File: src/rtl/rggen_bit_field_if.sv
// Register-side access bundle shared by every bit field: the register block
// drives the access, the field answers with read data and its current value.
interface rggen_bit_field_if #(
    parameter int WIDTH = 32
);
    logic             valid;
    logic [WIDTH-1:0] read_mask;
    logic [WIDTH-1:0] write_mask;
    logic [WIDTH-1:0] write_data;
    logic [WIDTH-1:0] read_data;
    logic [WIDTH-1:0] value;

    modport master (
        output valid, read_mask, write_mask, write_data,
        input  read_data, value
    );

    modport bit_field (
        input  valid, read_mask, write_mask, write_data,
        output read_data, value
    );
endinterface

File: src/rtl/rggen_fifo_core.sv
// Count-based FIFO storage with wrap-around pointers for any DEPTH >= 2.
// Push/pop requests are qualified internally against full/empty; clear wins.
module rggen_fifo_core #(
    parameter  int WIDTH = 8,
    parameter  int DEPTH = 4,
    localparam int CW    = $clog2(DEPTH + 1),
    localparam int PW    = $clog2(DEPTH)
) (
    input  logic             i_clk,
    input  logic             i_rst_n,
    input  logic             i_clear,
    input  logic             i_push,
    input  logic [WIDTH-1:0] i_push_data,
    input  logic             i_pop,
    output logic [WIDTH-1:0] o_head,
    output logic [CW-1:0]    o_count,
    output logic             o_empty,
    output logic             o_full
);
    logic [WIDTH-1:0] mem_q [DEPTH];
    logic [PW-1:0]    wr_ptr_q, wr_ptr_d;
    logic [PW-1:0]    rd_ptr_q, rd_ptr_d;
    logic [CW-1:0]    count_q, count_d;
    logic             push_en;
    logic             pop_en;

    // Explicit wrap keeps non-power-of-two depths correct.
    function automatic logic [PW-1:0] next_ptr(input logic [PW-1:0] ptr);
        return (ptr == PW'(DEPTH - 1)) ? '0 : ptr + 1'b1;
    endfunction

    assign o_empty = (count_q == '0);
    assign o_full  = (count_q == CW'(DEPTH));
    assign o_count = count_q;
    assign o_head  = mem_q[rd_ptr_q];
    assign push_en = i_push && !o_full;
    assign pop_en  = i_pop && !o_empty;

    always_comb begin
        wr_ptr_d = wr_ptr_q;
        rd_ptr_d = rd_ptr_q;
        count_d  = count_q;
        if (i_clear) begin
            wr_ptr_d = '0;
            rd_ptr_d = '0;
            count_d  = '0;
        end else begin
            if (push_en) wr_ptr_d = next_ptr(wr_ptr_q);
            if (pop_en)  rd_ptr_d = next_ptr(rd_ptr_q);
            case ({push_en, pop_en})
                2'b10:   count_d = count_q + 1'b1;
                2'b01:   count_d = count_q - 1'b1;
                default: count_d = count_q;
            endcase
        end
    end

    // NOTE: state flops use non-blocking assignments so every flop samples
    // the pre-edge values regardless of block evaluation order.
    always_ff @(posedge i_clk or negedge i_rst_n) begin
        if (!i_rst_n) begin
            wr_ptr_q <= '0;
            rd_ptr_q <= '0;
            count_q  <= '0;
        end else begin
            wr_ptr_q <= wr_ptr_d;
            rd_ptr_q <= rd_ptr_d;
            count_q  <= count_d;
        end
    end

    // NOTE: storage has no reset; the count alone decides which entries are
    // meaningful, so resetting the array would only cost a reset net per bit.
    always_ff @(posedge i_clk) begin
        if (push_en && !i_clear) begin
            mem_q[wr_ptr_q] <= i_push_data;
        end
    end
endmodule

File: src/rtl/rggen_bit_field_rofifo.sv
// Read-only bit field: hardware pushes a stream, each software read returns
// and pops the oldest entry; reads of an empty FIFO flag an underflow.
module rggen_bit_field_rofifo #(
    parameter  int             WIDTH       = 8,
    parameter  int             DEPTH       = 4,
    parameter  bit [WIDTH-1:0] EMPTY_VALUE = '0,
    localparam int             CW          = $clog2(DEPTH + 1)
) (
    input  logic               i_clk,
    input  logic               i_rst_n,
    rggen_bit_field_if.bit_field bit_field_if,
    input  logic               i_clear,
    input  logic               i_valid,
    output logic               o_ready,
    input  logic [WIDTH-1:0]   i_data,
    output logic [CW-1:0]      o_count,
    output logic               o_empty,
    output logic               o_full,
    output logic               o_underflow
);
    logic             read_access;
    logic [WIDTH-1:0] head;
    logic             underflow_q, underflow_d;
    logic             unused_write;

    // Write accesses are accepted on the bus but carry no meaning here.
    assign unused_write = ^{bit_field_if.write_data, bit_field_if.write_mask};

    assign read_access = bit_field_if.valid && (|bit_field_if.read_mask);
    assign o_ready     = !o_full;
    assign o_underflow = underflow_q;

    rggen_fifo_core #(
        .WIDTH (WIDTH),
        .DEPTH (DEPTH)
    ) u_fifo_core (
        .i_clk       (i_clk),
        .i_rst_n     (i_rst_n),
        .i_clear     (i_clear),
        .i_push      (i_valid),
        .i_push_data (i_data),
        .i_pop       (read_access),
        .o_head      (head),
        .o_count     (o_count),
        .o_empty     (o_empty),
        .o_full      (o_full)
    );

    assign bit_field_if.read_data = o_empty ? EMPTY_VALUE : head;
    assign bit_field_if.value     = bit_field_if.read_data;

    always_comb begin
        underflow_d = read_access && o_empty && !i_clear;
    end

    always_ff @(posedge i_clk or negedge i_rst_n) begin
        if (!i_rst_n) begin
            underflow_q <= 1'b0;
        end else begin
            underflow_q <= underflow_d;
        end
    end
endmodule

File: src/flat_wrapper.sv
// flat-port wrapper written by rule: the top's interface ports become plain ports
module rggen_bit_field_rofifo_flat 
#(
    parameter  int             WIDTH       = 8,
    parameter  int             DEPTH       = 4,
    parameter  bit [WIDTH-1:0] EMPTY_VALUE = '0,
    localparam int             CW          = $clog2(DEPTH + 1)
)
  (i_clk, i_rst_n, i_clear, i_valid, o_ready, i_data, o_count, o_empty, o_full, o_underflow, bit_field_if_valid, bit_field_if_read_mask, bit_field_if_write_mask, bit_field_if_write_data, bit_field_if_read_data, bit_field_if_value);
  rggen_bit_field_if #(.WIDTH(WIDTH)) bit_field_if_i ();
  input  logic i_clk;
  input  logic i_rst_n;
  input  logic i_clear;
  input  logic i_valid;
  output logic o_ready;
  input  logic [WIDTH-1:0] i_data;
  output logic [CW-1:0] o_count;
  output logic o_empty;
  output logic o_full;
  output logic o_underflow;
  input wire logic [$bits(bit_field_if_i.valid)-1:0] bit_field_if_valid;
  input wire logic [$bits(bit_field_if_i.read_mask)-1:0] bit_field_if_read_mask;
  input wire logic [$bits(bit_field_if_i.write_mask)-1:0] bit_field_if_write_mask;
  input wire logic [$bits(bit_field_if_i.write_data)-1:0] bit_field_if_write_data;
  output wire logic [$bits(bit_field_if_i.read_data)-1:0] bit_field_if_read_data;
  output wire logic [$bits(bit_field_if_i.value)-1:0] bit_field_if_value;
  assign bit_field_if_i.valid = bit_field_if_valid;
  assign bit_field_if_i.read_mask = bit_field_if_read_mask;
  assign bit_field_if_i.write_mask = bit_field_if_write_mask;
  assign bit_field_if_i.write_data = bit_field_if_write_data;
  assign bit_field_if_read_data = bit_field_if_i.read_data;
  assign bit_field_if_value = bit_field_if_i.value;
  rggen_bit_field_rofifo #(.WIDTH(WIDTH), .DEPTH(DEPTH), .EMPTY_VALUE(EMPTY_VALUE)) u_core (.i_clk(i_clk), .i_rst_n(i_rst_n), .bit_field_if(bit_field_if_i), .i_clear(i_clear), .i_valid(i_valid), .o_ready(o_ready), .i_data(i_data), .o_count(o_count), .o_empty(o_empty), .o_full(o_full), .o_underflow(o_underflow));
endmodule
File: config.mk
export PLATFORM = sky130hd
export DESIGN_NAME = rggen_bit_field_rofifo_flat
export DESIGN_NICKNAME = d
export VERILOG_FILES = /design/src/rtl/rggen_bit_field_if.sv /design/src/rtl/rggen_fifo_core.sv /design/src/rtl/rggen_bit_field_rofifo.sv /design/src/flat_wrapper.sv
export SDC_FILE = /design/constraint.sdc
export NUM_CORES = 1
export LEC_CHECK = 0
export BUFFER_PORTS_ARGS = -buffer_cell sky130_fd_sc_hd__buf_2
export CAP_MARGIN = 0
export CORE_ASPECT_RATIO = 1.75
export CORE_MARGIN = 2
export CORE_UTILIZATION = 30
export CTS_CLUSTER_SIZE = 12
export DETAILED_ROUTE_END_ITERATION = 12
export GPL_TIMING_DRIVEN = 0
export PLACE_DENSITY_LB_ADDON = 0.2
export SLEW_MARGIN = 15
export SYNTH_ARGS = -nofsm -noshare
export SYNTH_HDL_FRONTEND = slang
export SYNTH_SLANG_ARGS = --single-unit
File: constraint.sdc
create_clock -name i_clk -period 2.8 [get_ports i_clk]
set_input_delay 0.28 -clock i_clk [delete_from_list [all_inputs] [get_ports i_clk]]
set_output_delay 0.28 -clock i_clk [all_outputs]
set_load 0.02 [all_outputs]
# == Yosys cells after proc, flatten, opt, wreduce, memory -nomap -nowiden ==
# Memory sizes are Yosys's and may differ from the RTL's.
# Cells that the tools add are included.
# totals
ff_bits,8
latch_bits,0
ram_bits,32
mem_bits_ro,0
n_memories,1
# op_classes
add_sub_neg,4
mul,0
n_div,0
n_lt_le_gt_ge,0
n_eq_ne,5
shift,0
n_mux,11
bitwise,0
reduce_logical,14
# mem_list
memory,depth,word_bits,rd,rd_clocked_by_memory_dff,wr,line,rtl
u_core.u_fifo_core.mem_q,4,8,1,0,1,rggen_fifo_core.sv:20,logic [WIDTH-1:0] mem_q [DEPTH];
# op_table
operator,n
2-to-1 mux 2 bit,6
2-to-1 mux 8 bit,1
OR reduction 8 bit,1
equality test 2 bit (second input constant),3
logical AND 1 bit,6
case mux 3 bit (2 select lines),1
adder 2 x 1 -> 2 bit (second input constant),2
nonzero test 2 bit,2
adder 3 x 1 -> 3 bit (second input constant),1
equality test 3 bit (second input constant),1
zero test 1 bit,3
zero test 3 bit,1
2-to-1 mux 3 bit,1
nonzero test 3 bit,1
subtractor 3 x 1 -> 3 bit (second input constant),1
equality test 2 x 1 -> 1 bit (second input constant),1
2-to-1 mux 1 bit,2

# == Longest topological paths before layout ==
# Gate-level depths: netlist (run 1).
# depth
ltp_word,6
depth_mapped,8
ltp_nobuf,7

# == Modules after synthesis ==
# Synthesis (run 1) repeated with hierarchy kept, for this count alone.
# hier_totals
cells_unflattened,131
hier_area_um2,1973.1
# modules_own_cells
module,n_inst,cells_per_inst,area_per_inst_um2
rggen_fifo_core,1,108,1770.4
rggen_bit_field_rofifo,1,23,202.7

# == Worst setup path after synthesis (run 1) ==
# OpenSTA, ideal clock, no wires.
# synth_path
path_kind,flip-flop to output port
start,"register u_core.u_fifo_core.count_q[0], in the netlist u_core.u_fifo_core.o_count[0]"
end,output bit_field_if_value[0]
t_arrival_ns,2.053
required_ns,2.520
slack_ns,0.467
path_stages_with_launch,4
path_buffers,1
path_cell_list,dfrtp_1 nor3_1 nor2b_1 buf_4
# synth_via
elab_chain_len,2
# synth_lines
element,line,rtl
from (decl),rggen_fifo_core.sv:23,"logic [CW-1:0] count_q, count_d;"
from (signal assigned),rggen_fifo_core.sv:68,count_q <= count_d;
zero test 3 bit,rggen_fifo_core.sv:32,assign o_empty = (count_q == '0);
named net o_empty,flat_wrapper.sv:18,output logic o_empty;
2-to-1 mux 8 bit,rggen_bit_field_rofifo.sv:49,assign bit_field_if.read_data = o_empty ? EMPTY_VALUE : head;
to (decl),flat_wrapper.sv:26,output wire logic [$bits(bit_field_if_i.value)-1:0] bit_field_if_value;
# The timed path passes the listed nets, and every way through them passes these cells.

# == Final worst setup path (run 1) ==
# layout_path
start,"register u_core.u_fifo_core.count_q[0], in the netlist u_core.u_fifo_core.o_count[0]"
end,"register u_core.u_fifo_core.count_q[2], in the netlist u_core.u_fifo_core.o_count[2]"
# layout_via
elab_chain_len,6
word_cells_on_any_way,13
classes_between,2 x add/sub; 3 x eq/ne; 2 x mux; 6 x reduce/logical
# layout_lines
element,line,rtl
equality test 3 bit / zero test 3 bit (equally long branches),"rggen_fifo_core.sv:33, rggen_fifo_core.sv:32",
zero test 1 bit (on tied branches),"rggen_fifo_core.sv:36, rggen_fifo_core.sv:37",
logical AND 1 bit (on tied branches),"rggen_fifo_core.sv:36, rggen_fifo_core.sv:37",
equality test 2 x 1 -> 1 bit / equality test 2 bit (equally long branches),rggen_fifo_core.sv:50,"case ({push_en, pop_en})"
case mux 3 bit (2 select lines),rggen_fifo_core.sv:50,
2-to-1 mux 3 bit,rggen_fifo_core.sv:43,if (i_clear) begin
# Several ways; a longest one is shown, not always the timed one.
# A chain may end at the register's enable or synchronous reset.

==> results of run 1 <==
## metal layers
layer / vias to the layer above / global-route usage (%) / share of wire [%]
li1: 508 / - / -
met1: 519 / 11.87 / 38
met2: 27 / 20.97 / 56
met3: 5 / 2.406 / 3.8
met4: 0 / 5.714 / 2.0
met5: - / 0 / 0
## final cells by class
cell class / instances / area share, %
plain buffers: 12 / 3.731
clock buffers: 6 / 3.229
clock inverters: 2 / 0.5011
inverters: 4 / 0.6682
multi-input cells: 59 / 25.84
flip-flops and latches: 40 / 51.67
well taps: 78 / 4.343
repair buffers: 44 / 10.02
## worst max-delay path by stage
| stage | startpoint | endpoint | slack [ps] | depth (start not counted) |
|---|---|---|---|---|
| after floorplan | u_core.u_fifo_core.o_count[0] | bit_field_if_value[0] | 470 | 3 |
| after global placement | u_core.u_fifo_core.o_count[0] | bit_field_if_value[0] | 360 | 4 |
| after detailed placement | bit_field_if_read_mask[1] | u_core.u_fifo_core.o_count[2] | 450 | 8 |
| after CTS | u_core.u_fifo_core.o_count[0] | u_core.u_fifo_core.o_count[2] | 480 | 7 |
| after global routing | u_core.u_fifo_core.o_count[0] | u_core.u_fifo_core.o_count[2] | 340 | 7 |
| final | u_core.u_fifo_core.o_count[0] | u_core.u_fifo_core.o_count[2] | 500 | 7 |
## state kept, by name (all words and copies together) (netlist names)
register and count:
u_core.u_fifo_core.wr_ptr_q 2, u_core.u_fifo_core.mem_q 32, u_core.u_fifo_core.o_count 3, u_core.u_fifo_core.rd_ptr_q 2
u_core.o_underflow 1
## kinds of logic (layout without fill, tap and decap cells)
family / count (synthesis) / after routing
flops: 40 / 40
simple gates: 32 / 32
buf+inv: 16 / 68
mux: 12 / 12
compound gates: 6 / 6
fa+ha+maj: 5 / 5
xor+xnor: 4 / 4
## cells in the mapped netlist, drive strengths merged
cell type and number:
nor4 2, xor2 1, nand2b 2, nor2b 10, mux2 2, nand3 1, mux4 8, and2 5
o31ai 1, xnor2 3, edfxtp 32, nand2 2, a21oi 4, nor2 6, inv 4, ha 4
buf 10, or3b 1, a211oi 1, clkbuf 2, and3 1, dfrtp 8, nand3b 1, nor3 1
mux2i 2, fa 1
## what timing repair did
item,CTS,global route
hold endpoints to repair,8,0
hold buffers,1,0
setup buffers,0,0
resized for setup,0,0
## power groups by stage
stage	clock (mW)	sequential, mW	combinational [mW]
2_1_floorplan	0	0.781	0.684
3_3_place_gp	0	0.760	0.982
3_5_place_dp	0	0.768	0.993
4_1_cts	0.380	0.755	0.996
5_1_grt	0.400	0.767	1.06
6_report	0.369	0.753	0.969
## layout by cell type, fill, tap and decap left out
master,netlist,layout
nor2_1,6,6
mux2i_1,2,2
ha_1,4,4
or3b_1,1,1
nand2_1,1,1
fa_1,1,1
mux2_1,2,2
buf_4,8,8
o31ai_1,1,1
nand2b_1,2,2
nand3_1,1,1
clkbuf_1,2,3
edfxtp_1,32,32
nor4_2,2,2
inv_1,4,4
clkinv_1,0,1
xor2_2,1,1
nand2_4,1,1
a211oi_1,1,1
nand3b_1,1,1
clkbuf_8,0,5
and3_1,1,1
dlygate4sd3_1,0,1
nor2b_1,10,10
clkinvlp_4,0,1
dfrtp_1,8,8
xnor2_1,3,3
a21oi_2,1,1
and2_1,5,5
nor3_2,0,1
mux4_2,8,8
buf_2,1,44
buf_6,1,1
a21oi_1,3,3
==> flow_summary.toml, run 1 <==
[die]
core_sq_um = 5879
rows = 37
die_area_sq_um = 6785
io_pins = 60
die_x_microns = 63.13
start_util_pct = 31.22
fp.dieH_microns = 107.5

[power]
p_per_area_nw_per_um2 = 930.6
p_clk_share_pct = 17.6
power.switching_mw = 0.7939
swShare_pct = 37.96
peakVddDrop_mv = 0.2888
power.internal_mw = 1.297
seqPwrFrac_pct = 36.0
power_frac_comb_pct = 46.3
power_mw = 2.091
leakage_nw = 0.8964

[clock_tree]
cts-root-buf = "clkbuf_8"
numCtsBuffers = 5
clk_pin_slew_ps = 80
cts_num_sinks = 40
cts_tree = "built"
worstSkewPairLatency_ps = 290
cts_buffer_depth = 2
h-tree-depth = 2

[final_layout]
multi_input_area_sq_um = 580.6
area.growth.synth_to_final_pct = 22.43
fin_area_sq_um = 2247
layout.nets = 208
fin_util_pct = 38.22
drive_gt1_share_pct = 43.71
num_antenna_cells = 0
nFillCells = 581
layoutNonFillerInstCount = 245
seq_area_sq_um = 1161

[detailed_routing]
num_vias = 1059
wl_per_cell_microns = 14.24
detail-route-antenna-nets = 0
drt-initial-drc-count = 30
wirelength_microns = 3488
drcViolationCount = 0
dr.pass1.iters = 4
drt-vias-per-instance = 4.322

[setup_path]
worst_path_dominant_cell_family = "compound AO/OA/AOI/OAI gates"
path_cells = "o31ai_1, a21oi_2, and2_1, fa_1, and3_1, mux2i_1, mux2_1"
cp.arrival_ps = 2480
worst_setup_path_end_kind = "flip-flop"
cp_max_fo = 7
cp.required_ps = 2970
critPathMaxStageDelay_ps = 470
cp_slowest_cell = "dfrtp_1"
r2r_cells = 7
cp_num_buf_inv = 0
start_kind = "flip-flop"
crit_type = "reg2reg"
r2r-end = "u_core.u_fifo_core.o_count[2]"
r2r_start = "u_core.u_fifo_core.o_count[0]"
r2r_slack_ps = 500

[synthesis]
synth_top_area_share_pct = 52.35
ys_warn_count = 0
synth_top_family_by_area = "multiplexers"
yosys.area_share.simple_pct = 10.97
ys_types = 30
syn_nets = 157
syn_area_sq_um = 1836
synth_top_area_cell = "edfxtp_1"
synth_seq_cells = 40
synthXorXnorAreaFrac_pct = 2.318
synthMuxAreaShare_pct = 12.13
synth_compound_area_share_pct = 2.113
synth-adder-area-share_pct = 3.817
postSynthCellCount = 115
avgSynthCellArea_sq_um = 15.96
ys_top_cells_by_area = "edfxtp_1, dfrtp_1, mux4_2, nor2b_1, buf_4"
ys_seq_area_share_pct = 63.26

[timing]
relSlewSlack_pct = 48.84
postLayoutSetupSlackWorst_ps = 495.1
fin_crit_sh_pct = 82.32
rsz0062_at_grt = "no"
timing.hold.ws_ps = 207.4
worstMarginPinSlew_ps = 763.2
max_freq_ghz = 0.4339
fin_crit_ps = 2305
finalSetupViolCount = 0
drv_slew = 0
fin_setup_tns_ps = 0
fin_skew_ps = 6.090
hold_violations = 0

[global_routing]
grt_pass1_wl_microns = 5630
track_usage_pct = 11.34
grt_antenna_before_repair = 0
grt_pass1_vias = 1070
grt_overflow = 0
grt_start_max_net_pins = 13

[placement]
dp_slack_ps = 448.8
placed_area_sq_um = 2153
gp_congestion = 0.7187
dp_cells = 236
hpwl_microns = 2556
io_buffers = 43

[worst_hold_path]
holdPathEnd = "u_core.u_fifo_core.mem_q[3][6]"
whs_path_depth = 1
hold_path.class = "in2reg"
hold_path.startpoint = "i_data[6]"

[outcome]
status = "finished, final reports clean"

[run]
drv_cap = 0
No activity file was read; power rests on OpenSTA's default activity.
==> run 2: changes to the inputs <==
==> constraint.sdc (replaced) <==
create_clock -name i_clk -period 2.1 [get_ports i_clk]
set_input_delay 0.21 -clock i_clk [delete_from_list [all_inputs] [get_ports i_clk]]
set_output_delay 0.21 -clock i_clk [all_outputs]
set_load 0.02 [all_outputs]
==> run 2 against run 1 <==
Compared with the run above: worst setup slack lost 440 ps; count of clock-buffer cells in the layout shrank 1; global-route usage is essentially flat.
==> flow_summary.toml, run 2 (synthesized netlist as in run 1, its figures left out) <==
[final_layout]
nFillCells = 576
drive_gt1_share_pct = 50.88
area.growth.synth_to_final_pct = 29.86
num_antenna_cells = 0
final_common_cell = "buf_2"
multi_input_area_sq_um = 624.3
layoutNonFillerInstCount = 249
seq_area_sq_um = 1165
largest_reg_flops = 32
fin_util_pct = 40.54
regMostFlops = "u_core.u_fifo_core.mem_q"
layout_common_cells = "buf_2, edfxtp_1, buf_4"
layout.nets = 213

[setup_path]
cp.required_ps = 2270
r2r_cells = 7
r2r_start = "u_core.u_fifo_core.o_count[0]"
worst_path_dominant_cell_family = "flip-flops"
worst_setup_path_end_kind = "flip-flop"
start_kind = "flip-flop"
critPathMaxStageDelay_ps = 460
cp_num_buf_inv = 0
cp_max_fo = 6
cp_slowest_cell = "dfrtp_2"
r2r-end = "u_core.u_fifo_core.o_count[2]"
crit_type = "reg2reg"
r2r_slack_ps = 60
cp.depth = 7
cp.arrival_ps = 2220
path_cells = "o31ai_4, a21oi_4, and2_4, fa_2, and3_1, mux2i_1, mux2_1"

[die]
core_sq_um = 5879
start_util_pct = 31.22
die_x_microns = 63.13
fp.dieH_microns = 107.5
io_pins = 60
die_area_sq_um = 6785
rows = 37

[placement]
io_buffers = 43
hpwl_microns = 2522
gp_congestion = 0.6617
dp_cells = 236

[worst_hold_path]
whs_path_depth = 1
holdPathEnd = "u_core.u_fifo_core.mem_q[2][4]"
hold_path.startpoint = "i_data[4]"
hold_path.class = "in2reg"

[global_routing]
grt_pass1_wl_microns = 5768
grt_antenna_before_repair = 0
track_usage_pct = 11.30
grt_overflow = 0
grt_start_max_net_pins = 13
grt_pass1_vias = 1170

[timing]
fin_setup_tns_ps = 0
relSlewSlack_pct = 68.56
fin_skew_ps = 8.384
hold_violations = 0
timing.hold.ws_ps = 130.3
worstMarginPinSlew_ps = 471.6
drv_slew = 0
max_freq_ghz = 0.4892
fin_crit_ps = 2044
rsz0062_at_grt = "yes"
fin_crit_sh_pct = 97.33
finalSetupViolCount = 0

[detailed_routing]
wl_per_cell_microns = 13.80
drcViolationCount = 0
num_vias = 1107
detail-route-antenna-nets = 0
drt-vias-per-instance = 4.446
drt-initial-drc-count = 24
dr.pass1.iters = 2
wirelength_microns = 3437

[outcome]
status = "finished, final reports clean"

[power]
power.switching_mw = 1.098
leakage_nw = 0.9537
p_per_area_nw_per_um2 = 1330
power.internal_mw = 2.071
power_frac_comb_pct = 44.6
swShare_pct = 34.65
seqPwrFrac_pct = 32.5
peakVddDrop_mv = 0.6965
p_clk_share_pct = 23.0
power_mw = 3.169

[clock_tree]
cts_tree = "built"
clk_pin_slew_ps = 80
worstSkewPairLatency_ps = 290
h-tree-depth = 2
cts_buffer_depth = 2
cts-root-buf = "clkbuf_8"
numCtsBuffers = 5
cts_num_sinks = 40

[run]
drv_cap = 0
## run 2: cell type report
type                       count  area share (%)
timing repair buffer          51           11.65
inverter                       4          0.6299
clock buffer                   5           2.887
tap                           78           4.094
buffer                        10           3.150
clock inverter                 2           2.520
multi-input combinational     59           26.19
sequential                    40           48.87
## run 2: metrics by stage
step | cell area (sq um) | setup slack (ps)
2_1_floorplan | 1871 | 28.99
6_report | 2384 | 56.04
5_1_grt | 2384 | -53.66
3_5_place_dp | 2183 | -90.59
3_3_place_gp | 2183 | -92.28
4_1_cts | 2336 | 3.708
## run 2: repair_timing
action	4_1_cts	5_1_grt
endpoints found under the setup margin	9	10
hold endpoints to repair	8	0
hold buffers	1	0
setup buffers	2	5
pin swaps	1	1
gates resized for setup	1	4
## run 2: how the worst max path moves through the flow
stage                                       start                       endpoint  slack, ps
floorplan           u_core.u_fifo_core.o_count[0]  u_core.u_fifo_core.o_count[2]         30
global placement        bit_field_if_read_mask[1]  u_core.u_fifo_core.o_count[2]        -90
detailed placement      bit_field_if_read_mask[1]  u_core.u_fifo_core.o_count[2]        -90
CTS                 u_core.u_fifo_core.o_count[1]  u_core.u_fifo_core.o_count[2]          4
global route        u_core.u_fifo_core.o_count[2]  u_core.u_fifo_core.o_count[2]        -50
finish              u_core.u_fifo_core.o_count[0]  u_core.u_fifo_core.o_count[2]         60
## run 2: layer usage
metal	track usage [%]	wire, microns
met1	12.58	1313
met2	20.14	1879
met3	2.929	178
met4	4.762	65
met5	0	0
## run 2: power by group through the flow
stage	registers, mW	logic [mW]	clock network [mW]
2_1_floorplan	1.06	0.938	0
3_3_place_gp	1.04	1.32	0
3_5_place_dp	1.04	1.33	0
4_1_cts	1.03	1.36	0.741
5_1_grt	1.04	1.53	0.775
6_report	1.03	1.41	0.728
## run 2: worst reg2reg max path, delay by kind of cell, from the launching register on
family,cells,cell delay [ps]
flops,1,460
simple gates,2,310
compound gates,2,380
fa+ha+maj,1,330
mux,2,460
==> run 3: changes to the inputs <==
--- a/config.mk
+++ b/config.mk
@@ -5,6 +5,7 @@
 export SDC_FILE = /design/constraint.sdc
 export NUM_CORES = 1
 export LEC_CHECK = 0
+export ABC_AREA = 1
 export BUFFER_PORTS_ARGS = -buffer_cell sky130_fd_sc_hd__buf_2
 export CAP_MARGIN = 0
 export CORE_ASPECT_RATIO = 1.75
==> run 3 against run 2 <==
Compared with the run above: count of clock-buffer cells in the layout rose by 1; sequential cell count unchanged; final cell count grew 27%; clock power is 16% lower; total power shrank 8.4%; combinational power down 6%.
==> flow_summary.toml, run 3 <==
[synthesis]
avgSynthCellArea_sq_um = 10.34
yosys-top-cells-count = "nor2_1, edfxtp_1, inv_1"
synth_edf_count = 32
synth_seq_cells = 40
synth_most_common_cell = "nor2_1"
ys_seq_area_share_pct = 60.69
synth_top_area_cell = "edfxtp_1"
ys_types = 26
ys_warn_count = 0
synth_top_area_share_pct = 50.23
syn_area_sq_um = 1913
ys_top_cells_by_area = "edfxtp_1, dfrtp_1, nor2_1, inv_1, buf_4"
synth_ff_type = "edfxtp_1"
postSynthCellCount = 185
syn_nets = 227
async_reset_ff_share_pct = 20.00

[die]
fp.dieH_microns = 109.6
die_area_sq_um = 7057
core_sq_um = 6181
io_pins = 60
rows = 38
start_util_pct = 30.95
die_x_microns = 64.37

[final_layout]
final_common_cell = "buf_2"
layout_common_cells = "buf_2, nor2_1, edfxtp_1"
num_antenna_cells = 0
nFillCells = 655
largest_reg_flops = 32
fin_area_sq_um = 2352
layout.nets = 278
regMostFlops = "u_core.u_fifo_core.mem_q"
drive_gt1_share_pct = 32.91
fin_util_pct = 38.06
area.growth.synth_to_final_pct = 22.96

[timing]
worstMarginPinSlew_ps = 814.9
fin_setup_tns_ps = 0
fin_crit_ps = 1957
fin_crit_sh_pct = 93.18
fin_skew_ps = 4.894
hold_violations = 0
rsz0062_at_grt = "yes"
timing.hold.ws_ps = 139.7
max_freq_ghz = 0.5110
finalSetupViolCount = 0
drv_slew = 0
relSlewSlack_pct = 45.47

[detailed_routing]
num_vias = 1361
drt-vias-per-instance = 4.293
drcViolationCount = 0
dr.pass1.iters = 6
detail-route-antenna-nets = 0
wirelength_microns = 3917
wl_per_cell_microns = 12.36
drt-initial-drc-count = 32

[placement]
io_buffers = 43
hpwl_microns = 2874
placed_area_sq_um = 2228
gp_congestion = 0.7049

[clock_tree]
clk_pin_slew_ps = 80
worstSkewPairLatency_ps = 280
cts_tree = "built"
numCtsBuffers = 5
cts_setup_buffers = 0
cts_buffer_depth = 2
cts-root-buf = "clkbuf_8"
h-tree-depth = 2
cts_num_sinks = 40

[global_routing]
grt_pass1_wl_microns = 6230
grt_pass1_vias = 1346
use_met1_pct = 11.60
groute.layer.met3.usage_pct = 2.149
grt_busiest_layer = "met2"
grt_antenna_before_repair = 0
grt_overflow = 0
grt_start_max_net_pins = 13
track_usage_pct = 12.11
gr-usage-met2_pct = 24.55

[setup_path]
cp.arrival_ps = 1870
cp.required_ps = 2010
worst_setup_path_end_kind = "flip-flop"
start_kind = "flip-flop"
crit_type = "reg2reg"
cp_max_fo = 8

[power]
p_per_area_nw_per_um2 = 1234
leakage_nw = 1.058
peakVddDrop_mv = 0.7131

[run]
drv_cap = 0

[worst_hold_path]
hold_path.class = "in2reg"

[outcome]
status = "finished, final reports clean"
run 3: changes by cell type after synthesis, moves of 4 or more:
| cell | previous run | this run |
|---|---|---|
| a21oi_1 | 3 | 10 |
| inv_1 | 4 | 19 |
| nor2_1 | 6 | 39 |
| nand2_1 | 1 | 17 |
| and2_1 | 5 | 0 |
| nor2b_1 | 10 | 0 |
| o21ai_1 | 0 | 7 |
| o21ai_0 | 0 | 13 |
| nand3_1 | 1 | 5 |
| mux4_2 | 8 | 0 |
| inv_2 | 0 | 4 |
run 3: metal layers:
metal	part of all wire, %	up-vias
met3	3.2	4
met4	1.4	0
met1	38	632
met5	0	-
met2	57	28
li1	-	697
run 3: power by group:
group	leakage (nW)	switching (mW)	internal, mW
Combinational	0.605	0.844	0.476
Sequential	0.398	0.0442	0.930
Clock	0.0552	0.255	0.353
run 3: metrics by stage:
stage                     power (mW)  instances  setup WS, ps
after detailed placement       2.328        308         96.31
after global routing           3.110        317        -4.237
final                          2.902        317         143.2
after floorplan                1.925        185         167.8
after CTS                      2.944        317         79.22
after global placement         2.312        308         88.49
run 3: logic make-up (layout without fill, tap and decap cells):
logic type | after synthesis | count (layout) | share of synthesized area [%]
AO/OA/AOI/OAI | 30 | 30 | 7.848
buffers and inverters | 37 | 89 | 9.221
flip-flops | 40 | 40 | 60.69
AND/OR/NAND/NOR | 72 | 72 | 18.12
adder cells (fa/ha/maj) | 5 | 5 | 3.663
XOR/XNOR | 1 | 1 | 0.4579
run 3: worst max-delay path, cell delays in order, from the launching register on:
cell and delay, ps:
dfrtp_1 430, inv_2 90, nand3_2 90, nand2_2 90, inv_2 120, nand2_1 120
nor2_1 640
run 3: layout make-up:
| cell class | count | area [sq um] | area share, % |
|---|---|---|---|
| Sequential cell | 40 | 1161 | 49.36 |
| Multi-Input combinational cell | 108 | 579.3 | 24.63 |
| Timing Repair Buffer | 44 | 225.2 | 9.574 |
| Tap cell | 80 | 100.1 | 4.255 |
| Inverter | 24 | 91.34 | 3.883 |
| Buffer | 13 | 87.58 | 3.723 |
| Clock buffer | 6 | 72.57 | 3.085 |
| Clock inverter | 2 | 35.03 | 1.489 |
run 3: what timing repair did:
| action | in CTS | in global routing |
|---|---|---|
| pin swaps | 0 | 1 |
| gates resized for setup | 2 | 2 |
| hold endpoints to repair | 8 | 0 |
| setup endpoints to repair | 9 | 8 |
| hold buffers | 1 | 0 |
run 3: worst paths after layout:
check	to	cells after the start	slack [ps]	from
max in group asynchronous	u_core.u_fifo_core.wr_ptr_q[0]	2	1630	i_rst_n
setup / recovery	u_core.u_fifo_core.mem_q[1][3]	6	140	u_core.u_fifo_core.o_count[0]
min in group asynchronous	u_core.u_fifo_core.o_count[0]	2	300	i_rst_n
setup reg to reg	u_core.u_fifo_core.mem_q[1][3]	6	140	u_core.u_fifo_core.o_count[0]
hold reg to reg	u_core.u_fifo_core.o_count[1]	2	580	u_core.u_fifo_core.o_count[1]
hold / removal	u_core.u_fifo_core.mem_q[2][4]	1	140	i_data[4]
